[config.mk]
export PLATFORM = sky130hd
export DESIGN_NAME = mvmult_rs_engine
export DESIGN_NICKNAME = d
export VERILOG_FILES = /design/src/rtl/mvmult_rs_engine.sv
export SDC_FILE = /design/constraint.sdc
export NUM_CORES = 2
export LEC_CHECK = 0
export BUFFER_PORTS_ARGS = -buffer_cell sky130_fd_sc_hd__buf_2
export CAP_MARGIN = 0
export CORE_ASPECT_RATIO = 1.2
export CORE_MARGIN = 2
export CORE_UTILIZATION = 62
export DETAILED_ROUTE_END_ITERATION = 8
export PLACE_DENSITY = 0.84
export SLEW_MARGIN = 25
export SYNTH_ARGS = -nofsm -noshare
export SYNTH_HDL_FRONTEND = slang
export SYNTH_SLANG_ARGS = --single-unit
[constraint.sdc]
create_clock -name ap_clk -period 10.07 [get_ports ap_clk]
set_input_delay 3.021 -clock ap_clk [delete_from_list [all_inputs] [get_ports ap_clk]]
set_output_delay 3.021 -clock ap_clk [all_outputs]
set_load 0.05 [all_outputs]
[src/rtl/mvmult_rs_engine.sv]
// Fixed-point y = A*x engine: one MAC per cycle, per-row round (half-up or floor)
// and saturate/wrap to W bits, with per-row overflow flags and ap_start/ap_done handshake.
module mvmult_rs_engine #(
    parameter int W    = 21,
    parameter int FRAC = 14,
    parameter int ROWS = 3,
    parameter int COLS = 3
) (
    input  logic                     ap_clk,
    input  logic                     ap_rst_n,
    input  logic                     ap_start,
    output logic                     ap_done,
    output logic                     ap_idle,
    output logic                     ap_ready,
    input  logic [ROWS*COLS*W-1:0]   a_mat,
    input  logic [COLS*W-1:0]        x_vec,
    input  logic                     rnd_mode,
    input  logic                     sat_mode,
    output logic [ROWS*W-1:0]        y_vec,
    output logic                     y_ap_vld,
    output logic [ROWS-1:0]          ovf
);

    localparam int N     = ROWS * COLS;
    localparam int KW    = (N > 1) ? $clog2(N) : 1;
    localparam int RW    = (ROWS > 1) ? $clog2(ROWS) : 1;
    localparam int CW    = (COLS > 1) ? $clog2(COLS) : 1;
    localparam int PW    = 2 * W;
    localparam int ACC_W = 2 * W + $clog2(COLS) + 1;

    typedef enum logic [1:0] {IDLE, RUN, DRAIN, DONE} state_t;

    state_t             state_reg;
    logic [KW-1:0]      k_reg;
    logic [RW-1:0]      r_reg;
    logic [CW-1:0]      c_reg;
    logic               drain_reg;

    logic signed [W-1:0] a_in  [N];
    logic signed [W-1:0] x_in  [COLS];
    logic signed [W-1:0] a_reg [N];
    logic signed [W-1:0] x_reg [COLS];
    logic                rnd_reg;
    logic                sat_reg;

    logic signed [PW-1:0]    prod_reg;
    logic                    prod_vld_reg;
    logic                    prod_first_reg;
    logic                    prod_last_reg;
    logic [RW-1:0]           prod_row_reg;

    logic signed [ACC_W-1:0] acc_reg;
    logic                    acc_vld_reg;
    logic                    acc_last_reg;
    logic [RW-1:0]           acc_row_reg;

    logic signed [W-1:0]     y_reg [ROWS];
    logic [ROWS-1:0]         ovf_reg;

    logic                    accept;
    logic                    last_issue;
    logic                    last_col;

    assign accept     = ap_start && (state_reg == IDLE);
    assign last_col   = (c_reg == CW'(COLS - 1));
    assign last_issue = last_col && (r_reg == RW'(ROWS - 1));

    genvar gi;
    generate
        for (gi = 0; gi < N; gi++) begin : g_a_unpack
            assign a_in[gi] = a_mat[gi*W +: W];
        end
        for (gi = 0; gi < COLS; gi++) begin : g_x_unpack
            assign x_in[gi] = x_vec[gi*W +: W];
        end
        for (gi = 0; gi < ROWS; gi++) begin : g_y_pack
            assign y_vec[gi*W +: W] = y_reg[gi];
        end
    endgenerate

    // Control: counters return to zero on the last issue so the operand index never leaves the array.
    always_ff @(posedge ap_clk or negedge ap_rst_n) begin
        if (!ap_rst_n) begin
            state_reg <= IDLE;
            k_reg     <= '0;
            r_reg     <= '0;
            c_reg     <= '0;
            drain_reg <= 1'b0;
        end else begin
            case (state_reg)
                IDLE: begin
                    if (ap_start) begin
                        state_reg <= RUN;
                        k_reg     <= '0;
                        r_reg     <= '0;
                        c_reg     <= '0;
                    end
                end
                RUN: begin
                    if (last_issue) begin
                        state_reg <= DRAIN;
                        drain_reg <= 1'b0;
                        k_reg     <= '0;
                        r_reg     <= '0;
                        c_reg     <= '0;
                    end else begin
                        k_reg <= k_reg + 1'b1;
                        if (last_col) begin
                            c_reg <= '0;
                            r_reg <= r_reg + 1'b1;
                        end else begin
                            c_reg <= c_reg + 1'b1;
                        end
                    end
                end
                DRAIN: begin
                    drain_reg <= 1'b1;
                    if (drain_reg) state_reg <= DONE;
                end
                DONE: state_reg <= IDLE;
                default: state_reg <= IDLE;
            endcase
        end
    end

    always_ff @(posedge ap_clk or negedge ap_rst_n) begin
        if (!ap_rst_n) begin
            for (int i = 0; i < N; i++) a_reg[i] <= '0;
            for (int i = 0; i < COLS; i++) x_reg[i] <= '0;
            rnd_reg <= 1'b0;
            sat_reg <= 1'b0;
        end else if (accept) begin
            a_reg   <= a_in;
            x_reg   <= x_in;
            rnd_reg <= rnd_mode;
            sat_reg <= sat_mode;
        end
    end

    logic signed [PW-1:0]    a_ext;
    logic signed [PW-1:0]    x_ext;
    logic signed [ACC_W-1:0] p_ext;

    assign a_ext = PW'(a_reg[k_reg]);
    assign x_ext = PW'(x_reg[c_reg]);
    assign p_ext = ACC_W'(prod_reg);

    always_ff @(posedge ap_clk or negedge ap_rst_n) begin
        if (!ap_rst_n) begin
            prod_reg       <= '0;
            prod_vld_reg   <= 1'b0;
            prod_first_reg <= 1'b0;
            prod_last_reg  <= 1'b0;
            prod_row_reg   <= '0;
            acc_reg        <= '0;
            acc_vld_reg    <= 1'b0;
            acc_last_reg   <= 1'b0;
            acc_row_reg    <= '0;
        end else begin
            prod_vld_reg   <= (state_reg == RUN);
            prod_reg       <= a_ext * x_ext;
            prod_first_reg <= (c_reg == '0);
            prod_last_reg  <= last_col;
            prod_row_reg   <= r_reg;
            acc_vld_reg    <= prod_vld_reg;
            acc_last_reg   <= prod_last_reg;
            acc_row_reg    <= prod_row_reg;
            if (prod_vld_reg) begin
                acc_reg <= prod_first_reg ? p_ext : acc_reg + p_ext;
            end
        end
    end

    logic signed [ACC_W-1:0] rnd_add;
    logic signed [ACC_W-1:0] t_sum;
    logic signed [ACC_W-1:0] t_sh;
    logic [ACC_W-W:0]        t_hi;
    logic                    in_range;
    logic signed [W-1:0]     y_fin;

    always_comb begin
        rnd_add           = '0;
        rnd_add[FRAC-1]   = rnd_reg;
        t_sum             = acc_reg + rnd_add;
        t_sh              = t_sum >>> FRAC;
        // In range exactly when every bit from the W-bit sign upward agrees.
        t_hi              = t_sh[ACC_W-1:W-1];
        in_range          = (&t_hi) || (~|t_hi);
        y_fin             = t_sh[W-1:0];
        if (!in_range && sat_reg) begin
            y_fin = t_sh[ACC_W-1] ? {1'b1, {(W-1){1'b0}}} : {1'b0, {(W-1){1'b1}}};
        end
    end

    always_ff @(posedge ap_clk or negedge ap_rst_n) begin
        if (!ap_rst_n) begin
            for (int i = 0; i < ROWS; i++) y_reg[i] <= '0;
            ovf_reg <= '0;
        end else if (accept) begin
            ovf_reg <= '0;
        end else if (acc_vld_reg && acc_last_reg) begin
            y_reg[acc_row_reg] <= y_fin;
            if (!in_range) ovf_reg[acc_row_reg] <= 1'b1;
        end
    end

    assign ovf      = ovf_reg;
    assign ap_idle  = (state_reg == IDLE);
    assign ap_done  = (state_reg == DONE);
    assign ap_ready = ap_done;
    assign y_ap_vld = ap_done;

endmodule

# Word level (Yosys, flattened, before mapping)
# Index checks and enable logic that the tools add are counted.
# Widths: inputs -> output; s select.
# word_totals
regBits,427
input_bits,257
output_inout_bits,70
wordCells,114
# op_classes
add_sub_neg,5
n_mul,1
order_cmp,6
n_eq_ne,10
n_mux,33
bitwise,5
reduce_logical,22
# ops
operator,count
$mux 21,7
$bmux 21 s4,1
$bwmux 63,1
$add 45x15->45,1
$add 45x42->45,1
$mux 45,1
$bmux 21 s2,1
$demux 21 s2,1
$mul 21x21->42,1
$mux 2,8
$reduce_and 11->1,1
$reduce_or 11->1,1
$mux 3,3
$eq 2x2->1 const B,4
$mux 4,2
$ne 2x2->1 const B,4
$pmux 2 s2,2
$pmux 2 s4,1
$pmux 4 s2,1
$reduce_and 2->1,4
$ge 3x3->1 const B,2
$logic_and 1x1->1,6
$not 2->3,2
$reduce_and 3->1,2
other kinds (18),24

# Logic depth before layout (Yosys ltp)
# depth
ltp_word,8
depth_mapped,34
depth_no_buf,29

# Least setup slack after synthesis
# Ideal clock, no wire load.
# synth_timing
kind,reg-to-reg
startpoint,reg k_reg[0]
endpoint,reg prod_reg[34]
setup_time_ns,0.080
t_arrival_ns,8.266
required_time_ns,9.990
slack_ns,1.724
path_stages_with_launch,31
path_buffers,5
synth_period_minus_slack_ns,8.346
path_cell_list,dfrtp_1 buf_2 buf_2 nor4b_1 clkbuf_1 clkbuf_1 nand2_1 o21ai_0 clkbuf_1 nand2_1 fa_1 fa_1 fa_1 fa_1 inv_1 fa_1 fa_1 inv_1 fa_1 inv_1 ha_1 and3_1 and3_1 o31ai_1 nand3_1 a221o_1 a221o_1 a21o_1 a31o_2 a21oi_1 xnor2_1
# synth_via
elab_chain_len,5
# synth_lines
element,line,text
start: declaration,34,logic [KW-1:0] k_reg;
start signal: assignment,107,k_reg <= k_reg + 1'b1;
$not 4->5 (not written as such),144,assign a_ext = PW'(a_reg[k_reg]);
$bmux 21 s4,144,
$mux 21 (not written as such) (2 in a row),144,
$mul 21x21->42,161,prod_reg <= a_ext * x_ext;
end signal: assignment,161,
end: declaration,46,logic signed [PW-1:0] prod_reg;
# No other way between the ends. The select of a mux whose other input is x is not followed.
# A chain may end at the register's enable or synchronous reset.

# Worst setup path after layout
# Same ends and word-level chain as after synthesis.

==> flow_metrics.tcl <==
set metrics [dict create \
    largest_register_ffs 189 \
    io_pins 327 \
    cap_violations 0 \
    cts_setup_buffers 0 \
    fmax_ghz 0.108 \
    avgSynthCellArea_um2 9.02 \
    synth-edff-count 0 \
    fin_skew_ps 39.0 \
    hold_end "acc_row_reg[1]$_DFF_PN0_" \
    final.setup.tns_ps 0 \
    slowest_delay_ps 880 \
    dp_hpwl_um 77100 \
    clk_pin_slew_ps 60 \
    die_w_um 227 \
    ys_seq_elements 427 \
    ctsResizeCount 0 \
    grt.busiest_layer "met2" \
    rr_worst_depth 28 \
    ys_types 78 \
    drt_drc_violations_left 0 \
    crit_type "flip-flop to flip-flop" \
    grtUsageTotal 0.336 \
    drt-vias-per-instance 5.71 \
    cts_tree "yes" \
    cts_made_buffers 45 \
    antenna_cells 0 \
    io_buffer_count 326 \
    gp_congestion 0.981 \
    hold_start "prod_row_reg[1]$_DFF_PN0_" \
    dieArea_um2 61400 \
    cp_top_family "adder cells" \
    startpoint_type "flip-flop" \
    finalSetupViolations 0 \
    synth_cells 4086 \
    post-route-period-util 0.917 \
    final_cell_mix "1102 x nand2_1, 527 x inv_1, 460 x fa_1" \
    grt_util_met1 0.409 \
    min_path_type "flip-flop to flip-flop" \
    path_buf_inv 6 \
    drt_iter0_drc 2129 \
    rr_startpoint "k_reg[0]$_DFFE_PN0P_" \
    setup.worst_path.start "k_reg[0]$_DFFE_PN0P_" \
    regToRegEndpoint "prod_reg[34]$_DFF_PN0_" \
    ys_seq_area_frac 0.290 \
    finalWirelength_um 99200 \
    core_um2 58600 \
    reg2reg_slack_ps 830 \
    num-fill-cells 4371 \
    htree_levels 2 \
    start_util 0.629 \
    dr.pass1.iters 5 \
    rows 97 \
    final_nets 5205 \
    postRouteAntennaNets 0 \
    synth-main-ff-cell "dfrtp_1" \
    tightest_slew_ps 1080 \
    async_flop_share 1.00 \
    finalCriticalPeriod_ps 9240 \
    critPathRequiredTime_ps 10590 \
    status "finished clean" \
    layout-drive-gt1-share 0.125 \
    worst_setup_path_end_kind "flip-flop" \
    use_met2 0.558 \
    clkLatencyLatePin_ps 620 \
    final_common_cell "nand2_1" \
    first_global_vias 31000 \
    postCtsHoldBufs 0 \
    worst_hold_path.num_cells 0 \
    clock_path_buffers 3 \
    worst_path_most_repeated_cell "fa_1" \
    grt_overflow 0 \
    grt_max_degree 170 \
    numClockSinks 427 \
    synth_area_um2 36900 \
    via_count 29400 \
    antenna_found_initial 0 \
    cp_max_fo 26 \
    ys_warn_count 0 \
    grt_first_pass_wirelength_um 160000 \
    rsz0062_at_grt "no" \
    globalRouteMet3Util 0.0597 \
    worst_path_max_delay_cell "dfrtp_2" \
    hold_violations 0 \
    wire_per_inst_um 19.3 \
    die_h_um 271 \
    arrival_ps 9750 \
    syn_to_final_growth_pct 11.0 \
    cts_root_buf "clkbuf_16" \
    synthesis.nets 4964 \
    maxSlewHeadroom 0.275 \
    slew_violations 0 \
]
how the worst max path moves through the flow:
stage	endpoint	slack (ps)	cells after the start
3_3_place_gp	prod_reg[34]$_DFF_PN0_	1010	28
2_1_floorplan	prod_reg[34]$_DFF_PN0_	1720	30
4_1_cts	prod_reg[34]$_DFF_PN0_	820	28
3_5_place_dp	prod_reg[34]$_DFF_PN0_	870	28
6_report	prod_reg[34]$_DFF_PN0_	830	28
5_1_grt	prod_reg[34]$_DFF_PN0_	260	28
Yosys cell counts, types with 7 or more instances:
| library cell | number | area [um^2] |
|---|---|---|
| a211o_1 | 7 | 61.3 |
| a211oi_1 | 14 | 105 |
| a21o_1 | 50 | 375 |
| a21oi_1 | 153 | 766 |
| a22o_1 | 54 | 473 |
| a31oi_1 | 14 | 87.6 |
| and2_1 | 18 | 113 |
| and3_1 | 31 | 194 |
| buf_1 | 12 | 45.0 |
| buf_2 | 9 | 45.0 |
| clkbuf_1 | 176 | 661 |
| dfrtp_1 | 427 | 10700 |
| fa_1 | 460 | 9210 |
| ha_1 | 161 | 2010 |
| inv_1 | 527 | 1980 |
| mux2i_1 | 50 | 500 |
| mux4_2 | 42 | 946 |
| nand2_1 | 1103 | 4140 |
| nand2b_1 | 29 | 181 |
| nand3_1 | 34 | 170 |
| nand4_1 | 19 | 119 |
| nor2_1 | 324 | 1220 |
| nor2b_1 | 24 | 150 |
| nor3_1 | 13 | 65.1 |
| o21a_1 | 30 | 225 |
| o21ai_0 | 81 | 405 |
| o21bai_1 | 10 | 75.1 |
| o31ai_1 | 7 | 52.6 |
| xnor2_1 | 63 | 552 |
| xor2_1 | 38 | 333 |
stage by stage:
step / instances / area (um^2) / setup slack [ps] / hold slack (ps) / util
floorplan: 4086 / 36900 / 1720 / 331 / -
global placement: 5072 / 39300 / 1010 / 333 / 0.670
detailed placement: 5072 / 39300 / 870 / 335 / 0.670
CTS: 5155 / 40900 / 815 / 349 / 0.698
global route: 5155 / 40900 / 264 / 356 / 0.698
finish: 5155 / 40900 / 835 / 348 / 0.698
layer usage:
layer,vias to the layer above,share of wire
li1,13300,-
met1,14300,0.37
met2,1490,0.48
met3,394,0.084
met4,0,0.072
met5,-,0
final cells by class:
cell class / count / area (um^2) / area share
Clock inverter: 22 / 404 / 0.00988
Clock buffer: 61 / 1250 / 0.0305
Sequential cell: 427 / 10700 / 0.261
Inverter: 529 / 1990 / 0.0485
Multi-Input combinational cell: 2928 / 23400 / 0.572
Tap cell: 792 / 991 / 0.0242
Timing Repair Buffer: 396 / 2180 / 0.0534
logic make-up (layout without fill, tap and decap cells):
family,after synthesis,after routing,share of synthesized area
adders and majority gates,621,621,0.304
DFF,427,427,0.290
xor gates and xnor gates,101,101,0.0240
and+or+nand+nor,1630,1630,0.179
muxes,96,96,0.0405
buffers and inverters,731,1008,0.0752
AOI/OAI and AO/OA,480,480,0.0867
Power is left out: the tool's default activity adds up to more than one toggle a clock period on the data nets, which glitch-free logic cannot reach.
